--- src/rtl/led_pattern_scheduler.sv ---
// Playlist controller stepping the LED sequencer through an 8-entry {dwell,speed,pattern} table.
// Define PINGPONG_EN to bounce between entry 0 and cfg_len instead of wrapping.
module led_pattern_scheduler #(
    parameter int TICK_DIV = 1000000,
    parameter int ENTRIES  = 8
) (
    input  logic       clk_10MHz,
    input  logic       rstn,
    input  logic       start,
    input  logic       stop,
    input  logic       step,
    input  logic       cfg_we,
    input  logic [2:0] cfg_addr,
    input  logic [9:0] cfg_data,
    input  logic [2:0] cfg_len,
    output logic [3:0] pattern_sel,
    output logic [1:0] clk_selector,
    output logic [2:0] entry_idx,
    output logic       busy,
    output logic       pattern_changed
);

    localparam int PW = (TICK_DIV > 2) ? $clog2(TICK_DIV) : 1;

    typedef enum logic [1:0] {
        S_IDLE,
        S_LOAD,
        S_PLAY
    } state_t;

    state_t        r_state;
    state_t        w_state_nxt;
    logic [9:0]    r_tab [ENTRIES];
    logic [2:0]    r_idx;
    logic [3:0]    r_pat;
    logic [1:0]    r_spd;
    logic [2:0]    r_eidx;
    logic          r_pc;
    logic [PW-1:0] r_presc;
    logic [3:0]    r_cnt;
    logic [9:0]    w_ent;
    logic          w_tick;
    logic          w_adv;
    logic [2:0]    w_idx_adv;
`ifdef PINGPONG_EN
    logic          r_up;
    logic          w_up_nxt;
`endif

    assign w_ent  = r_tab[r_idx];
    assign w_tick = (r_presc == PW'(TICK_DIV - 1));

`ifdef PINGPONG_EN
    always_comb begin
        w_up_nxt  = r_up;
        w_idx_adv = r_idx;
        if (r_up) begin
            if (r_idx >= cfg_len) begin
                w_up_nxt  = 1'b0;
                w_idx_adv = (cfg_len == 3'd0) ? 3'd0 : cfg_len - 3'd1;
            end else begin
                w_idx_adv = r_idx + 3'd1;
            end
        end else begin
            if (r_idx == 3'd0) begin
                w_up_nxt  = 1'b1;
                w_idx_adv = (cfg_len == 3'd0) ? 3'd0 : 3'd1;
            end else begin
                w_idx_adv = r_idx - 3'd1;
            end
        end
    end
`else
    assign w_idx_adv = (r_idx >= cfg_len) ? 3'd0 : r_idx + 3'd1;
`endif

    // stop outranks step, step outranks the dwell tick
    always_comb begin
        w_state_nxt = r_state;
        w_adv       = 1'b0;
        unique case (r_state)
            S_IDLE: begin
                if (start && !stop) w_state_nxt = S_LOAD;
            end
            S_LOAD: begin
                w_state_nxt = stop ? S_IDLE : S_PLAY;
            end
            S_PLAY: begin
                if (stop) begin
                    w_state_nxt = S_IDLE;
                end else if (step || (w_tick && r_cnt == 4'd1)) begin
                    w_adv       = 1'b1;
                    w_state_nxt = S_LOAD;
                end
            end
            default: w_state_nxt = S_IDLE;
        endcase
    end

    always_ff @(posedge clk_10MHz or negedge rstn) begin
        if (!rstn) begin
            for (int i = 0; i < ENTRIES; i++)
                r_tab[i] <= {4'd1, 2'd0, 4'(i)};
        end else if (cfg_we) begin
            r_tab[cfg_addr] <= cfg_data;
        end
    end

    always_ff @(posedge clk_10MHz or negedge rstn) begin
        if (!rstn) begin
            r_state <= S_IDLE;
            r_idx   <= 3'd0;
            r_pat   <= 4'd0;
            r_spd   <= 2'd0;
            r_eidx  <= 3'd0;
            r_pc    <= 1'b0;
            r_presc <= '0;
            r_cnt   <= 4'd0;
`ifdef PINGPONG_EN
            r_up    <= 1'b1;
`endif
        end else begin
            r_state <= w_state_nxt;
            r_pc    <= 1'b0;
            if (r_state == S_IDLE && w_state_nxt == S_LOAD) begin
                r_idx <= 3'd0;
`ifdef PINGPONG_EN
                r_up  <= 1'b1;
`endif
            end
            if (r_state == S_LOAD && !stop) begin
                r_pat   <= w_ent[3:0];
                r_spd   <= w_ent[5:4];
                r_eidx  <= r_idx;
                r_cnt   <= w_ent[9:6];
                r_presc <= '0;
                r_pc    <= 1'b1;
            end
            // a zero dwell never reaches 1, so the entry is held until step/stop
            if (r_state == S_PLAY) begin
                r_presc <= w_tick ? '0 : r_presc + PW'(1);
                if (w_tick && r_cnt > 4'd1)
                    r_cnt <= r_cnt - 4'd1;
            end
            if (w_adv) begin
                r_idx <= w_idx_adv;
`ifdef PINGPONG_EN
                r_up  <= w_up_nxt;
`endif
            end
        end
    end

    assign pattern_sel     = r_pat;
    assign clk_selector    = r_spd;
    assign entry_idx       = r_eidx;
    assign busy            = (r_state != S_IDLE);
    assign pattern_changed = r_pc;

endmodule
--- config.mk ---
export PLATFORM = sky130hd
export DESIGN_NAME = led_pattern_scheduler
export DESIGN_NICKNAME = d
export VERILOG_FILES = /design/src/rtl/led_pattern_scheduler.sv
export SDC_FILE = /design/constraint.sdc
export NUM_CORES = 1
export LEC_CHECK = 0
export CORE_AREA = 2 2 142 109
export CTS_CLUSTER_SIZE = 16
export DETAILED_ROUTE_END_ITERATION = 16
export DIE_AREA = 0 0 144 111
export DONT_BUFFER_PORTS = 1
export HOLD_SLACK_MARGIN = 0.12
export PLACE_DENSITY = 0.53
export RECOVER_POWER = 100
export SYNTH_ARGS = -nofsm -noshare
export SYNTH_HDL_FRONTEND = slang
export SYNTH_SLANG_ARGS = --single-unit
export TNS_END_PERCENT = 10
--- constraint.sdc ---
create_clock -name clk_10MHz -period 4.6 [get_ports clk_10MHz]
set_input_delay 0.46 -clock clk_10MHz [delete_from_list [all_inputs] [get_ports clk_10MHz]]
set_output_delay 0.46 -clock clk_10MHz [all_outputs]
set_load 0.01 [all_outputs]
# Word level (Yosys, flattened, before mapping)

Index checks and enable logic that the tools add are counted.

Add/subtract/negate cells: 3
Order comparisons: 5
Eq/ne operators: 5
Mux-type cells: 24
Bitwise operators: 2
Reductions and logical operators: 12

Operators with widths:

| operator                | count |
|---|---|
| $bwmux W80              | 1 |
| $mux W20                | 3 |
| $bmux W10 S3            | 1 |
| $demux W10 S3           | 1 |
| $mux W10                | 3 |
| $add A20 B1 Y20 const B | 1 |
| $eq A20 B20 Y1 const B  | 1 |
| $mux W4                 | 3 |
| $mux W3                 | 3 |
| $ge A4 B4 Y1 const B    | 2 |
| $mux W2                 | 4 |
| $not A3 Y4              | 2 |
| $logic_and A1 B1 Y1     | 6 |
| $pmux W2 S3             | 1 |
| $reduce_bool A2 Y1      | 3 |
| $eq A2 B1 Y1 const B    | 2 |
| $eq A4 B1 Y1 const B    | 1 |
| $gt A4 B1 Y1 const B    | 1 |
| $lt A4 B1 Y1 const B    | 1 |
| $mux W1                 | 4 |
| $sub A4 B1 Y4 const B   | 1 |
| $add A3 B1 Y3 const B   | 1 |
| $ge A3 B3 Y1            | 1 |
| $eq A2 B2 Y1 const B    | 1 |
| other kinds (3)         | 3 |

Flip-flop bits (word level): 119
Output and inout port bits: 11

# Longest topological paths before layout

Depth after elaboration: 10
Depth in mapped cells: 9
Mapped depth without buffers: 7

# Least setup slack after synthesis

Ideal clock, no wire load.

Path type: register to register
From: register r_presc[0]
To: register r_cnt[2]
Library setup time: 0.119 ns
Data arrival time: 1.843 ns
Path slack: 2.639 ns
Stages on the path, launching flop included: 8
Buffers on the path: 1
Cells stage by stage: dfrtp_1 > ha_1 > nand2_1 > or2_1 > buf_6 > nor4_4 > mux2_2 > o21a_1

Longest elaborated chain between the ends: 4

RTL lines:

| what                     | line | source |
|---|---|---|
| start: declaration       | 39   | `logic [PW-1:0] r_presc;` |
| start signal: assignment | 141  | `r_presc <= w_tick ? '0 : r_presc + PW'(1);` |
| $eq A20 B20 Y1           | 51   | `assign w_tick = (r_presc == PW'(TICK_DIV - 1));` |
| $logic_and A1 B1 Y1      | 142  | `if (w_tick && r_cnt > 4'd1)` |
| $mux W4                  | 142  |  |
| $mux W4                  | 140  | `if (r_state == S_PLAY) begin` |
| end signal: assignment   | 135  | `r_cnt <= w_ent[9:6];` |
| end signal: assignment   | 143  | `r_cnt <= r_cnt - 4'd1;` |
| end: declaration         | 40   | `logic [3:0] r_cnt;` |

No other way between the ends.
A chain may end at the register's enable or synchronous reset.

# Worst setup path after layout

From: register r_presc[0]
To: register r_presc[18]

Longest elaborated chain between the ends: 3
Elaborated cells between the ends (all ways): 4
Classes of those cells: add/sub: 1; eq/ne: 1; mux: 2

RTL lines:

| what                                              | line |
|---|---|
| $add A20 B1 Y20 or $eq A20 B20 Y1 (tied branches) | 141, 51 |
| $mux W20 (*)                                      | 141 |
| $mux W20 (*)                                      | 140 |

Every way passes the cells marked *; elsewhere a longest branch is shown, timed or not.

==> results.txt <==
* Via total after detailed routing: 3655
* Number of synthesized flops with an enable pin: 0
- Worst hold path class: input pin to flip-flop
- During synthesis, Yosys emitted a total of 0 warnings.
* Initial standard-cell utilization of the core: 0.3901
* Final routed DRC violation total: 0
- Max Freq: 0.3255 GHz
- In the global route stage, overall resource usage came out at 0.1736.
- Leakage Power: 0.002630 uW
* Antenna violations before repair: 0
- The mapped netlist covers 5768 um^2.
* Clock tree from TritonCTS: built
- Pin placement for this block handled 33 I/O pins.
* Antenna cells: 0
- Clk pin slew, worst setup/hold paths: 0.05 ns
* HPWL after detailed placement: 8092 um
- The multi-input combinational cells in the finished layout cover a total of 2574 um^2.
- In the synthesized netlist the async set-or-reset flop fraction comes to 1.000.
- Dividing the final minimum period by the clock period gives 0.6678.
- Fin Clk Skew: 0.008765 ns
- The final reports fail on capacitance limit, slew limit.
* Resize count post-CTS: 0
* Maximum level of the CTS H-tree: 4
- Total number of clock tree sinks: 119
* Count of input and output buffers: 0
* Vias per Instance: 5.513
- Kind of capture point of the worst setup path: flip-flop
- The tightest hold path in the finished design has a slack of 0.1669 ns.
* Via count of the first global-routing pass: 3752
- Number of nets with antenna violations after detailed routing: 0
- The detailed router finished its first iteration with 162 violations.
* Max_slew headroom: -0.5453
- Crit path launch type: flip-flop
- Result of the run: finished with violations
- At the worst endpoint, the required time is 4.92 ns.
- Top cell types by occurrence after synthesis: sky130_fd_sc_hd__dfrtp_1 (99), sky130_fd_sc_hd__mux2_2 (83), sky130_fd_sc_hd__nand2_1 (41)
- Summed over all layers, the global routing overflow is 0.
- Die width: 144 um
- Along the worst path, the maximum fanout reaches 19.
- Number of buffers added to fix hold violations after cts: 2
- In the post-synthesis netlist, the biggest area contributors are sky130_fd_sc_hd__dfrtp_1 (43%), sky130_fd_sc_hd__mux2_2 (16%), sky130_fd_sc_hd__dfstp_2 (9.1%).
* Pin count of the biggest net entering global routing: 120
- Reported max-cap violation count: 4
- End-of-flow core utilization: 0.4401
- Compared with the post-synthesis result, the final layout area differs by 12.82%.
- For the worst-skew pair, the clock arrives at the later sink with an insertion delay of 0.41 ns.
- For this run, the number of standard cells in the final layout without fillers is 663.
* Drt pass-1 iters: 4
* RSZ-0062 raised after global routing: false
- Counting I/O delays and the setup requirement, the final critical path takes 3.072 ns.
- In this run the power density over the cells is 516.2 nW/um^2.
- Setup violations remaining at the end of the flow were counted as 0.
- Clock buffer count from CTS: 17
- Worst endpoint data arrival time: 3.40 ns
- The synthesized design contains 119 register bits.
* Post-Synthesis Net Count: 474
- Worst r2r src: r_presc[0]$_DFFE_PN0P_
* Most common cell in the synthesized netlist: sky130_fd_sc_hd__dfrtp_1
- In this run the most critical hold path is launched from step.
- The sequential cells in the finished layout cover a total of 3003 um^2.
- Syn avg cell area: 12.96 um^2
- Clk Tree Root Cell: sky130_fd_sc_hd__clkbuf_16
- Area of the core: 14790 um^2
* Final max-slew violation count: 44
* Category of the critical setup timing path: flip-flop to flip-flop
* Post-CTS setup-driven buffer insertion count: 0
- After detailed routing, the average wire length per cell comes to 19.44 um.
- From bottom edge to top edge, the die measures 111 um.
* Distinct cell type count of the synthesized netlist: 51
* Net count reported at finish: 474
- Summed over all failing endpoints, the final setup total negative slack is 0 ns.
* Worst vdd rail ir drop: 0.0002532 V
- Die area: 15980 um^2
- The share of synthesized area in the top cell type comes to 0.4295.
- Timing startpoint of the critical path: r_presc[0]$_DFFE_PN0P_
- The largest total area in the synthesized netlist belongs to sky130_fd_sc_hd__dfrtp_1.
* Gate Count Post-Synth: 445
* First-pass GRT wire length: 20920 um
- Routed Wire Length: 12890 um
* Layout cell share with drive strength beyond 1: 0.3515
- The share of the Yosys chip area taken by registers is 0.5206.
- Counting along the longest clock path gives a buffer depth of 2.
- The filler cells instantiated in the layout total 1348.
* Weighted congestion reported at the end of routability-driven placement: 0.7827
- In this run the core area contains 39 standard-cell rows.
- After detailed placement, the design holds a cell count of 629.
- At the pin with the least slew margin, the transition time is 2.300 ns.
- Hold violation total from the final report: 0
* Top FF cell, synth: sky130_fd_sc_hd__dfrtp_1
[logic make-up (layout without fill, tap and decap cells)]
| group | Yosys count | in the layout | synth area share |
|---|---|---|---|
| compound gates | 61 | 61 | 0.07202 |
| fa+ha+maj | 7 | 7 | 0.01518 |
| buf+inv | 32 | 45 | 0.02777 |
| flops | 119 | 119 | 0.5206 |
| mux | 111 | 111 | 0.2540 |
| simple gates | 115 | 115 | 0.1104 |
[worst max-delay path: stages (launching register included)]
cell	delay (ns)
sky130_fd_sc_hd__dfrtp_1	0.42
sky130_fd_sc_hd__ha_1	0.27
sky130_fd_sc_hd__nand2_1	0.13
sky130_fd_sc_hd__nor2_1	0.14
sky130_fd_sc_hd__a21oi_1	0.86
sky130_fd_sc_hd__clkbuf_1	0.71
sky130_fd_sc_hd__a41oi_1	0.25
sky130_fd_sc_hd__a31oi_1	0.20
[state kept, by name, summed over array words and instances, names as in the netlist]
name / flops
clk_selector: 2
entry_idx: 3
r_tab: 80
r_idx: 3
r_cnt: 4
pattern_sel: 4
pattern_changed: 1
r_presc: 20
r_state: 2
[cells in the final DEF (no fill, tap or decap), types with 6 or more instances in the layout]
| master | count |
|---|---|
| sky130_fd_sc_hd__clkbuf_16 | 17 |
| sky130_fd_sc_hd__mux2_2 | 82 |
| sky130_fd_sc_hd__nor4_1 | 6 |
| sky130_fd_sc_hd__nand3_1 | 15 |
| sky130_fd_sc_hd__mux2i_1 | 8 |
| sky130_fd_sc_hd__inv_1 | 8 |
| sky130_fd_sc_hd__a31oi_1 | 16 |
| sky130_fd_sc_hd__nor2_1 | 17 |
| sky130_fd_sc_hd__mux4_2 | 20 |
| sky130_fd_sc_hd__dfstp_2 | 20 |
| sky130_fd_sc_hd__o21ai_0 | 12 |
| sky130_fd_sc_hd__a21oi_1 | 7 |
| sky130_fd_sc_hd__dfrtp_1 | 99 |
| sky130_fd_sc_hd__nand2_1 | 41 |
| sky130_fd_sc_hd__clkinv_2 | 6 |
| sky130_fd_sc_hd__ha_1 | 7 |
[stage by stage]
step / total power [uW] / setup slack [ns] / cell area (um^2)
5_1_grt: 3530 / 1.309 / 6507
6_report: 3359 / 1.528 / 6507
2_1_floorplan: 1894 / 2.639 / 5768
4_1_cts: 3395 / 2.166 / 6556
3_3_place_gp: 1991 / 2.194 / 5927
3_5_place_dp: 2016 / 2.173 / 5927
[report_power, final]
part / switching (uW) / internal (uW) / total, uW
Combinational: 195 / 299 / 494
Sequential: 209 / 1320 / 1530
Clock: 464 / 874 / 1340
Total: 869 / 2490 / 3360
[final timing paths]
| path | to | slack (ns) | depth (start not counted) |
|---|---|---|---|
| min reg2reg | r_presc[18]$_DFFE_PN0P_ | 0.49 | 1 |
| max reg2reg | r_presc[18]$_DFFE_PN0P_ | 1.53 | 7 |
| max in group asynchronous | r_tab[70]$_DFFE_PN0P_ | 3.47 | 2 |
| min | r_state[1]$_DFF_PN0_ | 0.17 | 1 |
| min in group asynchronous | r_tab[3]$_DFFE_PN0P_ | 0.65 | 2 |
| max | r_presc[18]$_DFFE_PN0P_ | 1.53 | 7 |
[area by class of cell]
class / instances / share of cell area
clock buffer: 22 / 0.07133
clock inverter: 10 / 0.01961
inverter: 8 / 0.004614
multi-input combinational: 294 / 0.3955
sequential: 119 / 0.4614
tap: 205 / 0.03942
timing repair buffer: 5 / 0.008075
[metal layers]
metal,part of all wire,GRT usage,wire (um)
met5,0,0,0
met4,0.0088,0.05229,114
met3,0.034,0.04708,444
met2,0.44,0.2403,5662
met1,0.52,0.2651,6665
(Power assumes the default switching activity.)
